`src/rtl/sram_arbiter.sv`:
```
// Two-master (IFU read, LSU read/write) round-robin arbiter in front of a
// level-request SRAM model; one transaction in flight at a time.
module sram_arbiter #(
  parameter int unsigned ADDR_WIDTH = 32,
  parameter int unsigned DATA_WIDTH = 32
) (
  input  logic                    clk,
  input  logic                    rst,
  // IFU read channel
  input  logic                    ifu_arvalid,
  output logic                    ifu_arready,
  input  logic [ADDR_WIDTH-1:0]   ifu_araddr,
  output logic                    ifu_rvalid,
  input  logic                    ifu_rready,
  output logic [DATA_WIDTH-1:0]   ifu_rdata,
  output logic [1:0]              ifu_rresp,
  // LSU read channel
  input  logic                    lsu_arvalid,
  output logic                    lsu_arready,
  input  logic [ADDR_WIDTH-1:0]   lsu_araddr,
  output logic                    lsu_rvalid,
  input  logic                    lsu_rready,
  output logic [DATA_WIDTH-1:0]   lsu_rdata,
  output logic [1:0]              lsu_rresp,
  // LSU write channels
  input  logic                    lsu_awvalid,
  output logic                    lsu_awready,
  input  logic [ADDR_WIDTH-1:0]   lsu_awaddr,
  input  logic                    lsu_wvalid,
  output logic                    lsu_wready,
  input  logic [DATA_WIDTH-1:0]   lsu_wdata,
  input  logic [DATA_WIDTH/8-1:0] lsu_wstrb,
  output logic                    lsu_bvalid,
  input  logic                    lsu_bready,
  output logic [1:0]              lsu_bresp,
  // SRAM side
  output logic [ADDR_WIDTH-1:0]   sram_araddr,
  output logic                    sram_ren,
  input  logic [DATA_WIDTH-1:0]   sram_rdata,
  input  logic [1:0]              sram_rresp,
  input  logic                    sram_rvalid,
  output logic [ADDR_WIDTH-1:0]   sram_awaddr,
  output logic [DATA_WIDTH-1:0]   sram_wdata,
  output logic [DATA_WIDTH/8-1:0] sram_wstrb,
  output logic                    sram_wen,
  input  logic [1:0]              sram_bresp,
  input  logic                    sram_bvalid
);

  localparam int unsigned STRB_WIDTH = DATA_WIDTH / 8;

  typedef enum logic [2:0] {
    IDLE, IFU_RD, LSU_RD, LSU_WR, IFU_RSP, LSU_RSP, LSU_BRSP
  } state_t;

  state_t                  state_q, state_d;
  logic                    last_lsu_q;
  logic [ADDR_WIDTH-1:0]   addr_q;
  logic [DATA_WIDTH-1:0]   wdata_q;
  logic [STRB_WIDTH-1:0]   wstrb_q;
  logic [DATA_WIDTH-1:0]   ifu_rdata_q, lsu_rdata_q;
  logic [1:0]              ifu_rresp_q, lsu_rresp_q, lsu_bresp_q;
  logic                    lsu_wr_req, lsu_req;

  assign lsu_wr_req = lsu_awvalid && lsu_wvalid;
  assign lsu_req    = lsu_wr_req || lsu_arvalid;

  assign sram_araddr = addr_q;
  assign sram_awaddr = addr_q;
  assign sram_wdata  = wdata_q;
  assign sram_wstrb  = wstrb_q;
  assign ifu_rdata   = ifu_rdata_q;
  assign ifu_rresp   = ifu_rresp_q;
  assign lsu_rdata   = lsu_rdata_q;
  assign lsu_rresp   = lsu_rresp_q;
  assign lsu_bresp   = lsu_bresp_q;

  // Next state, grant and SRAM request decode
  always_comb begin
    state_d     = state_q;
    ifu_arready = 1'b0;
    lsu_arready = 1'b0;
    lsu_awready = 1'b0;
    lsu_wready  = 1'b0;
    ifu_rvalid  = 1'b0;
    lsu_rvalid  = 1'b0;
    lsu_bvalid  = 1'b0;
    sram_ren    = 1'b0;
    sram_wen    = 1'b0;
    case (state_q)
      IDLE: begin
        // Readies are gated by reset so nothing is granted while it is held
        if (rst) begin
          if (ifu_arvalid && (!lsu_req || last_lsu_q)) begin
            ifu_arready = 1'b1;
            state_d     = IFU_RD;
          end else if (lsu_wr_req) begin
            lsu_awready = 1'b1;
            lsu_wready  = 1'b1;
            state_d     = LSU_WR;
          end else if (lsu_arvalid) begin
            lsu_arready = 1'b1;
            state_d     = LSU_RD;
          end
        end
      end
      IFU_RD: begin
        sram_ren = !sram_rvalid;
        if (sram_rvalid) state_d = IFU_RSP;
      end
      LSU_RD: begin
        sram_ren = !sram_rvalid;
        if (sram_rvalid) state_d = LSU_RSP;
      end
      LSU_WR: begin
        sram_wen = !sram_bvalid;
        if (sram_bvalid) state_d = LSU_BRSP;
      end
      IFU_RSP: begin
        ifu_rvalid = 1'b1;
        if (ifu_rready) state_d = IDLE;
      end
      LSU_RSP: begin
        lsu_rvalid = 1'b1;
        if (lsu_rready) state_d = IDLE;
      end
      LSU_BRSP: begin
        lsu_bvalid = 1'b1;
        if (lsu_bready) state_d = IDLE;
      end
      default: state_d = IDLE;
    endcase
  end

  // State, round-robin flag and payload/response registers
  always_ff @(posedge clk) begin
    if (!rst) begin
      state_q     <= IDLE;
      last_lsu_q  <= 1'b1;
      addr_q      <= '0;
      wdata_q     <= '0;
      wstrb_q     <= '0;
      ifu_rdata_q <= '0;
      ifu_rresp_q <= '0;
      lsu_rdata_q <= '0;
      lsu_rresp_q <= '0;
      lsu_bresp_q <= '0;
    end else begin
      state_q <= state_d;
      case (state_q)
        IDLE: begin
          if (ifu_arready) begin
            addr_q     <= ifu_araddr;
            last_lsu_q <= 1'b0;
          end else if (lsu_awready) begin
            addr_q     <= lsu_awaddr;
            wdata_q    <= lsu_wdata;
            wstrb_q    <= lsu_wstrb;
            last_lsu_q <= 1'b1;
          end else if (lsu_arready) begin
            addr_q     <= lsu_araddr;
            last_lsu_q <= 1'b1;
          end
        end
        IFU_RD: if (sram_rvalid) begin
          ifu_rdata_q <= sram_rdata;
          ifu_rresp_q <= sram_rresp;
        end
        LSU_RD: if (sram_rvalid) begin
          lsu_rdata_q <= sram_rdata;
          lsu_rresp_q <= sram_rresp;
        end
        LSU_WR: if (sram_bvalid) lsu_bresp_q <= sram_bresp;
        default: ;
      endcase
    end
  end

endmodule
```
`config.mk`:
```
export PLATFORM = sky130hd
export DESIGN_NAME = sram_arbiter
export DESIGN_NICKNAME = d
export VERILOG_FILES = /design/src/rtl/sram_arbiter.sv
export SDC_FILE = /design/constraint.sdc
export NUM_CORES = 1
export LEC_CHECK = 0
export ABC_AREA = 1
export ABC_CLOCK_PERIOD_IN_PS = 2600
export CORE_AREA = 4 4 137 139
export DETAILED_ROUTE_END_ITERATION = 6
export DIE_AREA = 0 0 141 143
export GPL_TIMING_DRIVEN = 1
export HOLD_SLACK_MARGIN = 0.12
export PLACE_DENSITY = 0.75
export SLEW_MARGIN = 0
export SYNTH_ARGS = -nofsm -noshare
export SYNTH_HDL_FRONTEND = slang
export SYNTH_SLANG_ARGS = --single-unit
```
`constraint.sdc`:
```
create_clock -name clk -period 2.6 [get_ports clk]
set_input_delay 0.65 -clock clk [delete_from_list [all_inputs] [get_ports clk]]
set_output_delay 0.65 -clock clk [all_outputs]
set_load 0.02 [all_outputs]
```
### Yosys cells after proc, flatten, opt, wreduce, memory -nomap -nowiden

Cells that the tools add are included.

* register bits: 142
* output and inout bits: 179
* input port bits: 179

* equality and inequality tests: 13
* bitwise logic cells: 1
* reductions and logical operators: 16
* multiplexer cells: 33

Operators with widths (number)
* $mux W32: 3
* $mux W3: 9
* $pmux W3 S7: 1
* $mux W1: 20
* $ne A2 B2 Y1 const B: 6
* $eq A3 B3 Y1 const B: 3
* $reduce_and A2 Y1: 4
* $reduce_and A7 Y1: 1
* $eq A3 B2 Y1 const B: 2
* $ne A4 B4 Y1 const B: 1
* $eq A3 B1 Y1 const B: 1
* $logic_not A1 Y1: 3
* $logic_not A3 Y1: 1
* $reduce_and A3 Y1: 1
* $reduce_bool A3 Y1: 1
* $logic_and A1 B1 Y1: 2
* $logic_or A1 B1 Y1: 2
* $reduce_or A2 Y1: 1
* $not A1 Y1: 1

### Depth between registers and ports, before layout

* depth in word-level cells: 11
* mapped depth: 10

### Worst setup path after synthesis

OpenSTA, ideal clock, no wires.

* path kind: input-to-output
* start point: in lsu_awvalid
* end point: out lsu_wready
* path slack: 0.285 ns
* cell stages on the path: 9
* required time: 1.950 ns
* arrival: 1.665 ns
* path buffers: 3
* cells stage by stage: nand2_1 > nand2_1 > nand2_1 > nand2_1 > nand2_2 > inv_2 > buf_6 > buf_4 > buf_4

* word-level cells in the longest chain between the ends: 8

RTL lines
* from (decl): line 26 `input logic lsu_awvalid,`
* $logic_and A1 B1 Y1 (*): line 65 `assign lsu_wr_req = lsu_awvalid && lsu_wvalid;`
* $logic_or A1 B1 Y1: line 66 `assign lsu_req = lsu_wr_req || lsu_arvalid;`
* $logic_not A1 Y1: line 94 `if (ifu_arvalid && (!lsu_req || last_lsu_q)) begin`
* $logic_or A1 B1 Y1: line 94
* $logic_and A1 B1 Y1: line 94
* $mux W1 (*) (3 in series)
* to (decl): line 30 `output logic lsu_wready,`

Every way passes the cells marked *; elsewhere a longest branch is shown, timed or not.

### Worst setup path after layout

* start point: in sram_bvalid
* end point: out sram_wen

* word-level cells in the longest chain between the ends: 2

RTL lines
* from (decl): line 47 `input logic sram_bvalid`
* $logic_not A1 Y1: line 116 `sram_wen = !sram_bvalid;`
* $mux W1: line 90 `case (state_q)`
* to (decl): line 45 `output logic sram_wen,`

Every way passes these cells.

==> impl_metrics.tcl <==
set metrics [dict create \
    diodes 0 \
    routed_via_density 4.70 \
    antenna_found_initial 0 \
    grt_pass1_wl_mm 34.8 \
    syn_inst 880 \
    ys.warnings.count 0 \
    row_count 49 \
    synth_top_cell_by_area "dfxtp_1" \
    slew_violations 0 \
    final_antenna_net_count 0 \
    syn_avg_cell_area_sq_um 7.03 \
    synth_top_area_share_pct 46.0 \
    p_switching_w 0.00303 \
    htreeDepth 4 \
    cp_max_fo 2 \
    min_path_type "flop to flop" \
    synth_cell_types 22 \
    postCtsSetupRepairBufs 0 \
    syn_to_final_growth_pct 66.2 \
    ioPinCount 358 \
    clock_skew_ns 0.0103 \
    setup_viol 0 \
    fin_crit_ns 2.57 \
    comb_power_share_pct 37.9 \
    hold_buffers 0 \
    dieArea_sq_um 20200 \
    synthTopCellsByArea "dfxtp_1 (46%), nor2_1 (17%), o21ai_0 (8.9%), nand2_1 (5.3%), a21oi_1 (4.4%)" \
    cp.arrival_ns 1.92 \
    r2r_start "state_q[0]" \
    dr_wl_met2_mm 10.8 \
    power.internal_w 0.00542 \
    status "finished, final reports clean" \
    drive_above_1_share_pct 7.65 \
    highest_layer "met4" \
    postRouteWirelength_mm 22.9 \
    worstPathRequired_ns 1.95 \
    maxSlewHeadroom_pct 56.2 \
    finalHoldViolCount 0 \
    nets 1370 \
    start_util_pct 35.0 \
    fin_crit_sh_pct 98.9 \
    synth_fp_nets 1059 \
    p_seq_share_pct 33.7 \
    post-route-util_pct 58.2 \
    power_density_nw_per_um2 822 \
    worstMarginPinSlew_ns 0.656 \
    crit_type "primary input to primary output" \
    ir_drop_v 0.000504 \
    vias 6725 \
    whs_endpoint "lsu_bresp[0]" \
    rsz0062_at_grt "false" \
    grt_usage_pct 21.6 \
    reg2regPathDepth 9 \
    fmax_mhz 389 \
    path_clk_slew_ns 0.06 \
    wl_per_cell_um 16.0 \
    p_leak_nw 4.15 \
    globalplace.congestion 0.858 \
    drc_errors 0 \
    drv_cap 0 \
    cts_buffers 17 \
    drtIter0Drc 270 \
    root_buffer "clkbuf_16" \
    hold_depth 2 \
    wl_met3_mm 2.72 \
    pre_cts_slack_ns -0.320 \
    clk_latency_ns 0.42 \
    hp-start "lsu_bresp[0]" \
    wl_met1_mm 8.81 \
    drtPass1Iterations 5 \
    p_sw_share_pct 35.9 \
    hpwl_mm 16.6 \
    fin_hold_ws_ns 0.448 \
    grt_max_degree 71 \
    tritoncts "done" \
    grt_pass1_vias 6519 \
    cts.sinks 142 \
    r2r_slack_ns 0.66 \
    power.share.clock_pct 28.4 \
    grt_overflow 0 \
    crit_path_end_kind "primary output" \
    r2r_end "sram_araddr[21]" \
    clock_path_buffers 2 \
    dieWidth_um 141 \
    setup_slack_ns 0.0298 \
    die_h_um 143 \
    ys_seq_elements 142 \
    syn_area_sq_um 6180 \
    worst_setup_path_start_kind "primary input" \
    finalSetupTns_ns 0 \
    yosysSeqAreaShare_pct 46.0 \
    core-area_sq_um 17700 \
    portBuffers 357 \
]
cells by family (layout without fill, tap and decap cells):
logic type	after synthesis	in the layout	synth area share (%)
compound gates	166	166	13.5
buf+inv	142	465	11.6
flops	142	142	46.0
simple gates	430	430	29.0
stage by stage:
stage | total power (W) | cells | instance area (sq um)
2_1_floorplan | 0.00460 | 880 | 6180
3_3_place_gp | 0.00607 | 1401 | 9710
3_5_place_dp | 0.00611 | 1401 | 9710
4_1_cts | 0.00852 | 1432 | 10300
5_1_grt | 0.00889 | 1432 | 10300
6_report | 0.00845 | 1432 | 10300
area by class of cell:
type	instances	area, sq um
clock buffers	18	439
clock inverters	13	129
fillers	1613	7380
inverters	57	214
flip-flops and latches	142	2850
repair buffers	377	3730
multi-input cells	596	2630
well taps	229	287
power by group through the flow:
stage / combinational [W] / clock, W / sequential, W
5_1_grt: 0.00346 / 0.00252 / 0.00290
2_1_floorplan: 0.00129 / 0 / 0.00331
4_1_cts: 0.00323 / 0.00244 / 0.00285
3_5_place_dp: 0.00322 / 0 / 0.00289
6_report: 0.00320 / 0.00240 / 0.00285
3_3_place_gp: 0.00319 / 0 / 0.00288
cell usage after synthesis:
cell,number
nand3b_1,15
clkbuf_1,23
nand2_2,1
nand3_1,24
inv_1,51
o21ai_0,110
a31oi_1,1
inv_2,6
nand2_1,87
nand3_4,1
buf_6,3
or2_2,20
dfxtp_1,142
a21oi_1,54
buf_2,23
nor2_4,1
buf_1,1
nor2_1,273
nor2_2,6
a22oi_1,1
nor3_1,2
buf_4,35
state kept, by name (all words and copies together), names as in the netlist:
register / count
sram_araddr: 32
lsu_rdata: 32
lsu_bresp: 2
state_q: 3
sram_wdata: 32
last_lsu_q: 1
lsu_rresp: 2
ifu_rdata: 32
sram_wstrb: 4
ifu_rresp: 2
layer usage:
| metal | vias up | track usage [%] |
|---|---|---|
| li1 | 3360 | - |
| met1 | 3039 | 24.7 |
| met3 | 35 | 10.1 |
| met5 | - | 0 |
| met4 | 0 | 7.39 |
| met2 | 291 | 35.7 |
critical path, cell delays in order:
cell and delay [ns]:
clkdlybuf4s50_1 0.41, nand3b_1 0.17, inv_1 0.08, clkdlybuf4s50_1 0.60
worst max-delay path by stage:
stage,start,to,slack [ns]
global placement,lsu_awvalid,lsu_arready,-0.31
floorplan,lsu_awvalid,lsu_wready,0.29
finish,sram_bvalid,sram_wen,0.03
global route,lsu_awvalid,lsu_awready,0.004
CTS,lsu_arvalid,ifu_arready,0.02
detailed placement,lsu_arvalid,lsu_arready,-0.32
timing repair:
item                                    CTS  global route
gates resized for setup                   9             7
hold endpoints to repair                  0             0
endpoints found under the setup margin    6             5
cell usage in the layout, fill, tap and decap left out, drive strengths merged:
master         instances
o21ai                110
a31oi                  1
dlygate4sd2            1
or2                   20
dfxtp                142
nand2                 88
nand3b                15
clkinv                 4
clkbuf                19
nor2                 280
a22oi                  1
inv                   64
bufinv                 1
clkdlybuf4s15          2
a21oi                 54
nor3                   2
buf                   22
clkdlybuf4s50        351
nand3                 25
clkinvlp               1
Note: power is estimated with default switching activity, not from simulation.
